## src/rtl/ysyx_25010008_trap_ctrl.sv

```systemverilog
// ---------------------------------------------------------------------------
// ysyx_25010008_trap_ctrl
//
// Machine-mode interrupt entry sequencer. At an instruction boundary it
// decides whether to take a pending, enabled interrupt. If it does, it
// walks the CSR side effects in a fixed order:
//   SAVE     : write mepc and mcause
//   STATUS   : write mstatus (MPIE <- MIE, MIE <- 0, MPP <- M)
//   REDIRECT : ask the IFU to restart at the trap vector
// While a sequence is running, fetch_hold keeps the IFU quiet.
//
// Ports
//   clock, reset          core clock; synchronous active-low reset
//   io_interrupt          external interrupt level (asynchronous, synchronised here)
//   timer_irq             machine timer interrupt level (already in clock domain)
//   inst_done             one-cycle retire pulse
//   irq_inhibit           retiring instruction touches CSRs; no take this cycle
//   next_pc               resume PC of the retiring instruction
//   mtvec/mstatus/mie     current CSR values
//   fetch_hold            stop the IFU from issuing the next fetch
//   mepc_*/mcause_*/mstatus_*  CSR write strobes and data
//   redirect_valid/_pc/_ready  PC redirect handshake with the IFU
// ---------------------------------------------------------------------------
module ysyx_25010008_trap_ctrl #(
  parameter int SYNC_STAGES = 2
) (
  input  logic        clock,
  input  logic        reset,
  input  logic        io_interrupt,
  input  logic        timer_irq,
  input  logic        inst_done,
  input  logic        irq_inhibit,
  input  logic [31:0] next_pc,
  input  logic [31:0] mtvec,
  input  logic [31:0] mstatus,
  input  logic [31:0] mie,
  output logic        fetch_hold,
  output logic        mepc_wen,
  output logic [31:0] mepc_wdata,
  output logic        mcause_wen,
  output logic [31:0] mcause_wdata,
  output logic        mstatus_wen,
  output logic [31:0] mstatus_wdata,
  output logic        redirect_valid,
  output logic [31:0] redirect_pc,
  input  logic        redirect_ready
);

  typedef enum logic [1:0] {
    IDLE     = 2'd0,
    SAVE     = 2'd1,
    STATUS   = 2'd2,
    REDIRECT = 2'd3
  } state_t;

  state_t state_reg, state_next;

  logic [SYNC_STAGES-1:0] sync_reg;
  logic [3:0]             code_reg;
  logic [31:0]            pc_reg;
  logic [31:0]            redirect_pc_reg;

  logic       ext_sync;
  logic       ext_pend;
  logic       tmr_pend;
  logic       take;
  logic [3:0] code_sel;
  logic [31:0] vec_base;

  // Only MEIE and MTIE matter here; fold the rest away explicitly.
  logic unused_mie_bits;
  assign unused_mie_bits = ^{mie[31:12], mie[10:8], mie[6:0]};

  // -------------------------------------------------------------------------
  // io_interrupt synchroniser (shift chain, oldest sample at the MSB)
  // -------------------------------------------------------------------------
  always_ff @(posedge clock) begin
    if (!reset) begin
      sync_reg <= '0;
    end else begin
      sync_reg <= {sync_reg[SYNC_STAGES-2:0], io_interrupt};
    end
  end

  assign ext_sync = sync_reg[SYNC_STAGES-1];
  assign ext_pend = ext_sync & mie[11];
  assign tmr_pend = timer_irq & mie[7];
  assign take     = inst_done & ~irq_inhibit & mstatus[3] & (ext_pend | tmr_pend)
                  & (state_reg == IDLE);
  // External wins when both are pending.
  assign code_sel = ext_pend ? 4'd11 : 4'd7;
  assign vec_base = {mtvec[31:2], 2'b00};

  // -------------------------------------------------------------------------
  // State register and latched trap context
  // -------------------------------------------------------------------------
  always_ff @(posedge clock) begin
    if (!reset) begin
      state_reg       <= IDLE;
      code_reg        <= '0;
      pc_reg          <= '0;
      redirect_pc_reg <= '0;
    end else begin
      state_reg <= state_next;
      // Cause and resume PC are frozen at take; sources dropping later
      // must not change what gets written.
      if (take) begin
        code_reg <= code_sel;
        pc_reg   <= next_pc;
      end
      // Target is captured once on the way into REDIRECT so it stays
      // stable for the whole handshake.
      if (state_reg == STATUS) begin
        if (mtvec[1:0] == 2'b01) begin
          redirect_pc_reg <= vec_base + {26'd0, code_reg, 2'b00};
        end else begin
          redirect_pc_reg <= vec_base;
        end
      end
    end
  end

  // -------------------------------------------------------------------------
  // Next-state logic
  // -------------------------------------------------------------------------
  always_comb begin
    state_next = state_reg;
    case (state_reg)
      IDLE:     if (take) state_next = SAVE;
      SAVE:     state_next = STATUS;
      STATUS:   state_next = REDIRECT;
      REDIRECT: if (redirect_ready) state_next = IDLE;
      default:  state_next = IDLE;
    endcase
  end

  // -------------------------------------------------------------------------
  // Outputs. Everything is qualified by reset being released so that a
  // reset landing mid-sequence suppresses the strobe of the current state
  // immediately rather than one cycle late.
  // -------------------------------------------------------------------------
  always_comb begin
    fetch_hold     = 1'b0;
    mepc_wen       = 1'b0;
    mepc_wdata     = '0;
    mcause_wen     = 1'b0;
    mcause_wdata   = '0;
    mstatus_wen    = 1'b0;
    mstatus_wdata  = '0;
    redirect_valid = 1'b0;
    redirect_pc    = '0;
    if (reset) begin
      fetch_hold = take | (state_reg != IDLE);
      case (state_reg)
        SAVE: begin
          mepc_wen     = 1'b1;
          mepc_wdata   = pc_reg;
          mcause_wen   = 1'b1;
          mcause_wdata = {1'b1, 27'd0, code_reg};
        end
        STATUS: begin
          mstatus_wen          = 1'b1;
          mstatus_wdata        = mstatus;
          mstatus_wdata[12:11] = 2'b11;
          mstatus_wdata[7]     = mstatus[3];
          mstatus_wdata[3]     = 1'b0;
        end
        REDIRECT: begin
          redirect_valid = 1'b1;
          redirect_pc    = redirect_pc_reg;
        end
        default: ;
      endcase
    end
  end

endmodule

```

## config.mk

```make
export PLATFORM = sky130hd
export DESIGN_NAME = ysyx_25010008_trap_ctrl
export DESIGN_NICKNAME = d
export VERILOG_FILES = /design/src/rtl/ysyx_25010008_trap_ctrl.sv
export SDC_FILE = /design/constraint.sdc
export NUM_CORES = 1
export LEC_CHECK = 0
export BUFFER_PORTS_ARGS = -buffer_cell sky130_fd_sc_hd__buf_2
export CAP_MARGIN = 20
export CORE_MARGIN = 2
export CORE_UTILIZATION = 44
export CTS_CLUSTER_SIZE = 10
export DETAILED_ROUTE_END_ITERATION = 12
export PLACE_DENSITY = 0.82
export SYNTH_ARGS = -nofsm -noshare
export SYNTH_HDL_FRONTEND = slang
export SYNTH_SLANG_ARGS = --single-unit
```

## constraint.sdc

```tcl
create_clock -name clock -period 2.6 [get_ports clock]
set_input_delay 0.52 -clock clock [delete_from_list [all_inputs] [get_ports clock]]
set_output_delay 0.52 -clock clock [all_outputs]
set_load 0.1 [all_outputs]
```

# Word level (Yosys, flattened, before mapping)
# Index checks and enable logic that the tools add are counted.
[classes]
order_cmp = 0
n_addsub = 1
n_div = 0
n_reduce_logical = 3
n_eq_ne = 6
multipliers = 0
mux = 20
bitwise = 9
shift = 0
[ops]
columns = ["cell", "n"]
rows = [
  ["2-to-1 mux 32 bit", 9],
  ["adder 32 x 6 -> 32 bit", 1],
  ["one-hot mux 2 bit (4 select lines)", 1],
  ["2-to-1 mux 1 bit", 7],
  ["bitwise AND 1 bit", 6],
  ["equality test 2 x 1 -> 1 bit (second input constant)", 2],
  ["equality test 2 bit (second input constant)", 2],
  ["2-to-1 mux 2 bit", 2],
  ["2-to-1 mux 4 bit", 1],
  ["inequality test 2 bit (second input constant)", 2],
  ["zero test 2 bit", 1],
  ["bitwise OR 1 bit", 2],
  ["AND reduction 2 bit", 1],
  ["nonzero test 2 bit", 1],
  ["NOT 1 bit", 1],
]
[totals]
regBits = 72
n_memories = 0
word_cells = 44
rom_bits = 0
inputBits = 135
latchBits = 0
ramBits = 0
output_inout_bits = 133

# Logic depth before layout (Yosys ltp)
# Gate-level depths: netlist of the first run.
[depth]
depth_word = 7
depth_mapped = 8
mapped_depth_nobuf = 6

# Least setup slack after synthesis of the first run
# OpenSTA, ideal clock, no wires.
[synth_timing]
kind = "reg-to-output"
from = "reg state_reg[0]"
to = "out mstatus_wdata[11]"
t_arrival_ns = 2.820
n_path_buf = 2
t_required_ns = 2.080
setup_slack_ns = -0.740
stages_incl_launch_ff = 7
cell_sequence = "dfxtp_1 > inv_1 > ha_1 > clkbuf_1 > inv_1 > nor2_1 > buf_4"
[synth_between]
elab_chain_cells = 3
[synth_rtl]
columns = ["item", "line", "rtl"]
rows = [
  ["start: declaration", "56", "state_t state_reg, state_next;"],
  ["start signal: assignment", "104", "state_reg <= state_next;"],
  ["equality test 2 bit", "154", "case (state_reg)"],
  ["2-to-1 mux 32 bit", "154", ""],
  ["2-to-1 mux 32 bit", "152", "if (reset) begin"],
  ["end: declaration", "43", "output logic [31:0] mstatus_wdata,"],
]
# Every way passes these cells.

# Worst setup path after layout of the first run
[layout_timing]
from = "reg state_reg[0]"
to = "out mstatus_wdata[19]"
# Same word-level chain as after synthesis.

==> results of run 1 <==
kinds of logic after synthesis:
logic type / share of synthesized area [%]
compound gates: 17.8
xor+xnor: 0.406
fa+ha+maj: 3.07
buf+inv: 11.6
flops: 32.0
mux: 0.493
other cells: 0.0869
simple gates: 34.5
power breakdown:
part / leakage, nW / internal (mW) / switching [mW]
clock: 0.120 / 0.668 / 0.424
sequential: 0.558 / 1.18 / 0.0576
combinational: 2.47 / 0.426 / 0.969
total: 3.14 / 2.27 / 1.45
worst paths after layout:
check	startpoint	slack (ps)	depth (start not counted)	to
setup reg to reg	code_reg[1]	300	7	redirect_pc_reg[20]
hold reg to reg	sync_reg[0]	440	1	sync_reg[1]
hold / removal	io_interrupt	400	2	sync_reg[0]
setup / recovery	state_reg[0]	260	5	mstatus_wdata[19]
stage by stage:
stage,utilization (%),total power [mW],cells,area (µm²)
after floorplan,-,2.24,609,4470
after global placement,71.3,2.59,873,6880
after detailed placement,71.3,2.64,873,6880
after CTS,73.9,3.73,889,7120
after global routing,73.9,3.90,889,7120
final,73.9,3.72,889,7120
layout by cell type, fill, tap and decap left out, types with 2 or more instances in the layout:
cell type | netlist | final
nor2_1 | 15 | 14
o21bai_1 | 3 | 3
nand4b_1 | 2 | 2
or3_1 | 9 | 9
o21ai_0 | 30 | 30
a211oi_1 | 4 | 4
a31oi_1 | 19 | 19
clkbuf_8 | 0 | 10
and3_1 | 98 | 68
bufinv_16 | 0 | 3
inv_1 | 10 | 10
nand4_1 | 6 | 6
and3_2 | 0 | 30
conb_1 | 1 | 30
nand2_1 | 81 | 81
nor2b_1 | 3 | 3
buf_2 | 0 | 101
dfxtp_1 | 69 | 69
a311oi_1 | 3 | 3
o31ai_1 | 10 | 10
or4_1 | 11 | 11
buf_12 | 0 | 106
buf_4 | 35 | 9
o41ai_1 | 2 | 2
ha_1 | 9 | 8
nor3_1 | 4 | 4
nor4_1 | 8 | 8
a21oi_1 | 41 | 41
nand3_1 | 18 | 18
and2_1 | 6 | 5
and4_1 | 4 | 4
a32oi_1 | 2 | 2
nand2b_1 | 5 | 5
area by class of cell:
type                            instances  share of cell area [%]
Timing Repair Buffer                  216                    37.8
Clock inverter                          5                    1.49
Multi-Input combinational cell        444                    36.4
Inverter                               11                   0.580
Sequential cell                        69                    19.4
Tap cell                              133                    2.34
Clock buffer                           11                    1.98
layer usage:
layer  routed length [µm]  global-route usage [%]  vias up
li1                     -                       -     2372
met1                 5260                    29.6     2270
met2                 7690                    46.8      264
met3                 1060                    4.47       34
met4                  318                    9.01        0
met5                    0                       0        -
critical path: cells and delay by family, from the launching register on:
family | cells | cell delay, ps
AND/OR/NAND/NOR | 1 | 290
adder cells (fa/ha/maj) | 1 | 220
buffers and inverters | 3 | 590
flip-flops | 1 | 350
==> metrics.csv, run 1 <==
metric,value,unit
relSlewSlack,57.3,%
vdd_drop_max,0.529,mV
finalCritPeriodShare,89.9,%
clkTransAtPathRegs,70,ps
grt_pass1_vias,4514,
critPathKind,reg -> out,
yosysMostFrequentCell,and3_1,
antenna_cells,0,
cp.required,2080,ps
wl,14300,µm
max_freq,0.428,GHz
tritoncts,done,
cts_buffer_depth,2,
cts_setup_buffers,0,
numCtsBuffers,9,
ant_nets,0,
finalHoldViolCount,0,
synth_top_area_share,32.0,%
ys_top_cells_by_count,"98 x and3_1, 81 x nand2_1, 69 x dfxtp_1",
die_area,10600,µm²
cts_sinks,69,
fin_nets,896,
powerDensity,522,nW/µm²
timing.final.ws_setup,263,ps
htree_levels,3,
max_slew.worst_pin.slew,641,ps
period_minus_slack,2340,ps
crit_arrival,1820,ps
status,finished clean,
slew_viol_final,0,
grt_pass1_wl,21700,µm
ctsHoldBuffers,0,
yosys-top-cells-area,"dfxtp_1 32%, and3_1 14%, nand2_1 7.0%, buf_4 6.1%, a21oi_1 4.8%",
track_usage,25.5,%
ys_seq_area_share,32.0,%
fin_skew,9.57,ps
preCtsSetupSlack,127,ps
cts-resized-gates,0,
path_cells,inv_1 > ha_2 > buf_12 > and3_2 > buf_12,
max_stage_delay,350,ps
drive_gt1_share,35.6,%
drt-initial-drc-count,310,
route.detailed.drc,0,
grt_overflow,0,
via_per_inst,5.56,
largest_reg_flops,32,
netlist_instances,580,
hpwl,10800,µm
vias,4940,
core-area,9640,µm²
synth_top_area_cell,dfxtp_1,
avgRoutedWirePerCell,16.1,µm
crit_path_start_kind,register,
critPathCaptureType,output port,
p_leak,3.14,nW
setup_violations,0,
ys.flop_type,dfxtp_1,
cts_root_buf,clkbuf_8,
register_area,1380,µm²
area_growth,65.1,%
ys_ff_latch,69,
fp.dieH,103,µm
tns,0,ps
fillers,710,
netlist_area,4310,µm²
synth.avg_cell_area,7.44,µm²
multiInputGateArea,2590,µm²
clkLatencyLatePin,340,ps
portBuffers,204,
place.gp.congestion,0.867,
path_common_cell,buf_12,
grt_max_degree,94,
cap_violations,0,
yosys_warnings,0,
ys_types,53,
synth_edf_count,0,
io_pins,268,
fp.dieW,103,µm
drtPass1Iterations,5,
grt_setup_unrepaired,false,
async_flop_share,0,%
whs,399,ps
crit_path_max_fanout,93,
antenna_found_initial,0,
start_util,44.8,%
hold_path_class,in -> reg,
cp_slowest_cell,dfxtp_1,
rows,36,
Note: power is estimated with default switching activity, not from simulation.
==> inputs of run 2 (changes only) <==
--- a/config.mk
+++ b/config.mk
@@ -12,6 +12,8 @@
 export CTS_CLUSTER_SIZE = 10
 export DETAILED_ROUTE_END_ITERATION = 12
 export PLACE_DENSITY = 0.82
+export REMOVE_ABC_BUFFERS = 1
+export SKIP_CTS_REPAIR_TIMING = 1
 export SYNTH_ARGS = -nofsm -noshare
 export SYNTH_HDL_FRONTEND = slang
 export SYNTH_SLANG_ARGS = --single-unit
==> run 2 against run 1 <==
Effect of this change:
- critical path depth unchanged
- cell count up 0.34%
- global-route usage up 1.4 points
- worst setup slack worse by 120 ps
- core utilization down 0.77 points
- final area down 1.0%
- critical path type unchanged
==> metrics.csv, run 2 (synthesized netlist as in run 1, its figures left out) <==
metric,value,unit
place_inst,876,
timing.final.ws_setup,140,ps
antenna_cells,0,
vias,5072,
crit_path_start_kind,register,
hold_path_class,in -> reg,
area_growth,63.4,%
die_area,10600,µm²
max_slew.worst_pin.slew,782,ps
period_minus_slack,2460,ps
cp.required,2080,ps
place.gp.congestion,0.916,
cts_buffer_depth,2,
route.detailed.drc,0,
drive_gt1_share,31.8,%
cts_root_buf,clkbuf_8,
finalCritPeriodShare,94.6,%
cts_sinks,69,
fp.dieW,103,µm
critPathKind,reg -> out,
antenna_found_initial,0,
critPathCaptureType,output port,
ant_nets,0,
finalHoldViolCount,0,
htree_levels,3,
crit_path_max_fanout,21,
path_buf_inv,3,
grt_setup_unrepaired,false,
crit_arrival,1940,ps
critical_path.top_delay_family,buffers and inverters,
clkLatencyLatePin,360,ps
slew_viol_final,0,
grt_max_degree,89,
drt-initial-drc-count,283,
final_common_cell,buf_12,
avgRoutedWirePerCell,16.8,µm
grt_overflow,0,
cp_slowest_cell,and2_1,
rows,36,
clkTransAtPathRegs,70,ps
largest_reg_flops,32,
path_cells,inv_1 > ha_1 > buf_4 > and2_1 > buf_12,
drtPass1Iterations,5,
grt_pass1_vias,4694,
fin_nets,899,
hpwl,11100,µm
setup_violations,0,
wl,15000,µm
relSlewSlack,47.8,%
core-area,9640,µm²
portBuffers,204,
track_usage,26.8,%
preCtsSetupSlack,86.0,ps
fp.dieH,103,µm
fin_cells,892,
tritoncts,done,
status,finished clean,
vdd_drop_max,0.354,mV
p_leak,3.16,nW
start_util,44.8,%
max_freq,0.407,GHz
final_cell_mix,"106 x buf_12, 101 x buf_2, 98 x and3_1",
whs,375,ps
powerDensity,504,nW/µm²
max_stage_delay,360,ps
via_per_inst,5.69,
numCtsBuffers,9,
grt_pass1_wl,22600,µm
io_pins,268,
cap_violations,0,
fin_skew,10.2,ps
## run 2: cell count changes in the layout (fill, tap and decap cells not counted), moves of 2 or more
cell | previous run | this run
clkinv_2 | 0 | 2
and3_2 | 30 | 0
buf_4 | 9 | 12
and3_1 | 68 | 98
bufinv_16 | 3 | 1
## run 2: per-stage QoR
stage               power [mW]  instance area (µm²)  setup TNS (ps)  utilization, %
finish                    3.55                 7050               0            73.1
global route              3.71                 7050               0            73.1
CTS                       3.55                 7050               0            73.1
detailed placement        2.66                 6850               0            71.1
global placement          2.60                 6850               0            71.1
floorplan                 2.14                 3970          -34830               -
## run 2: area by class of cell
cell class,instances,area (µm²)
clock buffer,9,124
timing repair buffer,219,2720
sequential,69,1380
inverter,11,41.3
clock inverter,7,73.8
tap,133,166
multi-input combinational,444,2540
fill,678,2590
## run 2: power breakdown
group          switching (mW)  leakage (nW)  internal (mW)
clock                   0.452         0.100          0.448
combinational           0.981          2.50          0.434
sequential             0.0627         0.558           1.18
total                    1.50          3.16           2.06
## run 2: layer usage
metal  wire length (µm)  GRT usage [%]
met1               5420           30.5
met2               7860           47.5
met3               1070           5.22
met4                670           13.9
met5                  0              0
## run 2: path summary, 6_finish.rpt
check	start	slack [ps]	cells past startpoint	endpoint
setup / recovery	state_reg[1]	140	5	mcause_wen
hold / removal	io_interrupt	370	2	sync_reg[0]
setup reg to reg	code_reg[1]	260	7	redirect_pc_reg[20]
hold reg to reg	sync_reg[0]	440	1	sync_reg[1]
==> inputs of run 3 (changes only) <==
--- a/config.mk
+++ b/config.mk
@@ -11,6 +11,7 @@
 export CORE_UTILIZATION = 44
 export CTS_CLUSTER_SIZE = 10
 export DETAILED_ROUTE_END_ITERATION = 12
+export GPL_TIMING_DRIVEN = 0
 export PLACE_DENSITY = 0.82
 export REMOVE_ABC_BUFFERS = 1
 export SKIP_CTS_REPAIR_TIMING = 1
==> run 3 against run 2 <==
Effect of this change:
- the flow now finishes with violations (setup timing)
- clock skew increased by 0.69 ps
- combinational power decreased by 9.9%
- core utilization decreased by 15 points
- worst hold slack got worse by 4.6 ps
- count of clock-buffer cells in the layout increased by 1
- sequential cell count unchanged
- critical endpoint is now mcause_wdata[0]
==> metrics.csv, run 3 (synthesized netlist as in run 1, its figures left out) <==
metric,value,unit
cts_sinks,69,
fin_nets,894,
ant_nets,0,
grt_pass1_vias,4080,
slew_viol_final,0,
finalCritPeriodShare,102,%
crit_arrival,2130,ps
die_area,10600,µm²
swShare,41.8,%
track_usage,22.5,%
relSlewSlack,47.1,%
p_clk_share,28.3,%
preCtsSetupSlack,-691,ps
max_slew.worst_pin.slew,786,ps
clkTransAtPathRegs,70,ps
fp.dieW,103,µm
hold_path.startpoint,io_interrupt,
power,3.49,mW
largest_reg_flops,32,
fin_skew,10.9,ps
io_pins,268,
powerDensity,626,nW/µm²
period_minus_slack,2650,ps
status,"complete, but fails checks",
grt_overflow,0,
power_frac_comb,36.3,%
tritoncts,done,
r2r-start,code_reg[1],
crit_path_max_fanout,36,
critPathCaptureType,output port,
area_growth,29.3,%
fp.dieH,103,µm
cp.required,2080,ps
cp_slowest_cell,ha_2,
cts_root_buf,clkbuf_8,
cts_buffer_depth,2,
cap_violations,0,
hpwl,9280,µm
drtPass1Iterations,5,
antenna_found_initial,0,
final_cell_mix,"201 x buf_2, 98 x and3_1, 81 x nand2_1",
wl,13400,µm
crit_path_start_kind,register,
vias,4846,
antenna_cells,0,
p_int,2.03,mW
place.gp.congestion,0.880,
final_common_cell,buf_2,
r2r_setup_slack,290,ps
timing.rr.end,redirect_pc_reg[12],
hold_path_class,in -> reg,
worstRegToRegCells,6,
rows,36,
finalHoldViolCount,0,
grt_pass1_wl,18900,µm
via_per_inst,5.46,
setup_violations,37,
timing.final.ws_setup,-50.0,ps
clkLatencyLatePin,360,ps
switchingPower,1.46,mW
start_util,44.8,%
max_stage_delay,560,ps
critPathKind,reg -> out,
drt-initial-drc-count,193,
holdPathEnd,sync_reg[0],
grt_max_degree,130,
core-area,9640,µm²
p_seq_share,35.4,%
max_freq,0.377,GHz
vdd_drop_max,0.343,mV
p_leak,2.89,nW
numCtsBuffers,9,
htree_levels,3,
portBuffers,204,
whs_path_depth,2,
route.detailed.drc,0,
violations,setup timing,
avgRoutedWirePerCell,15.1,µm
drive_gt1_share,31.8,%
path_cells,inv_1 > ha_2 > and3_1 > buf_2,
grt_setup_unrepaired,true,
==> run 3: cell type report <==
| type | instances | area [µm²] |
|---|---|---|
| clock inverter | 6 | 86.3 |
| multi-input combinational | 444 | 2570 |
| sequential | 69 | 1380 |
| fill | 939 | 4060 |
| timing repair buffer | 214 | 1200 |
| inverter | 11 | 45.0 |
| clock buffer | 10 | 128 |
| tap | 133 | 166 |
==> run 3: metal layers <==
| metal | GRT usage, % | up-vias | wire length, µm |
|---|---|---|---|
| li1 | - | 2369 | - |
| met1 | 27.7 | 2243 | 5550 |
| met2 | 38.4 | 210 | 6680 |
| met3 | 4.47 | 24 | 894 |
| met4 | 9.21 | 0 | 266 |
| met5 | 0 | - | 0 |
==> run 3: critical path: cells and delay by family (launching register included) <==
| kind | cells | cell delay (ps) |
|---|---|---|
| fa+ha+maj | 1 | 560 |
| flops | 1 | 360 |
| simple gates | 1 | 260 |
| buf+inv | 2 | 580 |
==> run 3: through the flow <==
stage	setup TNS, ps	utilization [%]	hold slack, ps	std cells	instance area (µm²)
after floorplan	-34830	-	412	524	3970
after global routing	-6110	57.9	370	887	5580
final	-620	57.9	370	887	5580
after CTS	-26190	56.6	360	882	5460
after global placement	-124900	53.5	416	861	5150
after detailed placement	-2430	54.4	427	866	5250
==> run 3: power by group through the flow <==
stage,clock network [mW],registers (mW),logic (mW)
floorplan,0,1.24,0.901
global placement,0,1.25,1.14
detailed placement,0,1.26,1.20
CTS,1.00,1.23,1.20
global route,1.03,1.25,1.35
finish,0.988,1.23,1.27
==> run 3: worst max-delay path by stage <==
stage | start | endpoint | depth (start not counted)
finish | state_reg[1] | mcause_wdata[0] | 4
global route | state_reg[1] | mcause_wdata[0] | 4
CTS | reset | mstatus_wen | 4
detailed placement | reset | mstatus_wen | 4
global placement | reset | mstatus_wdata[11] | 4
floorplan | state_reg[0] | mstatus_wdata[11] | 4
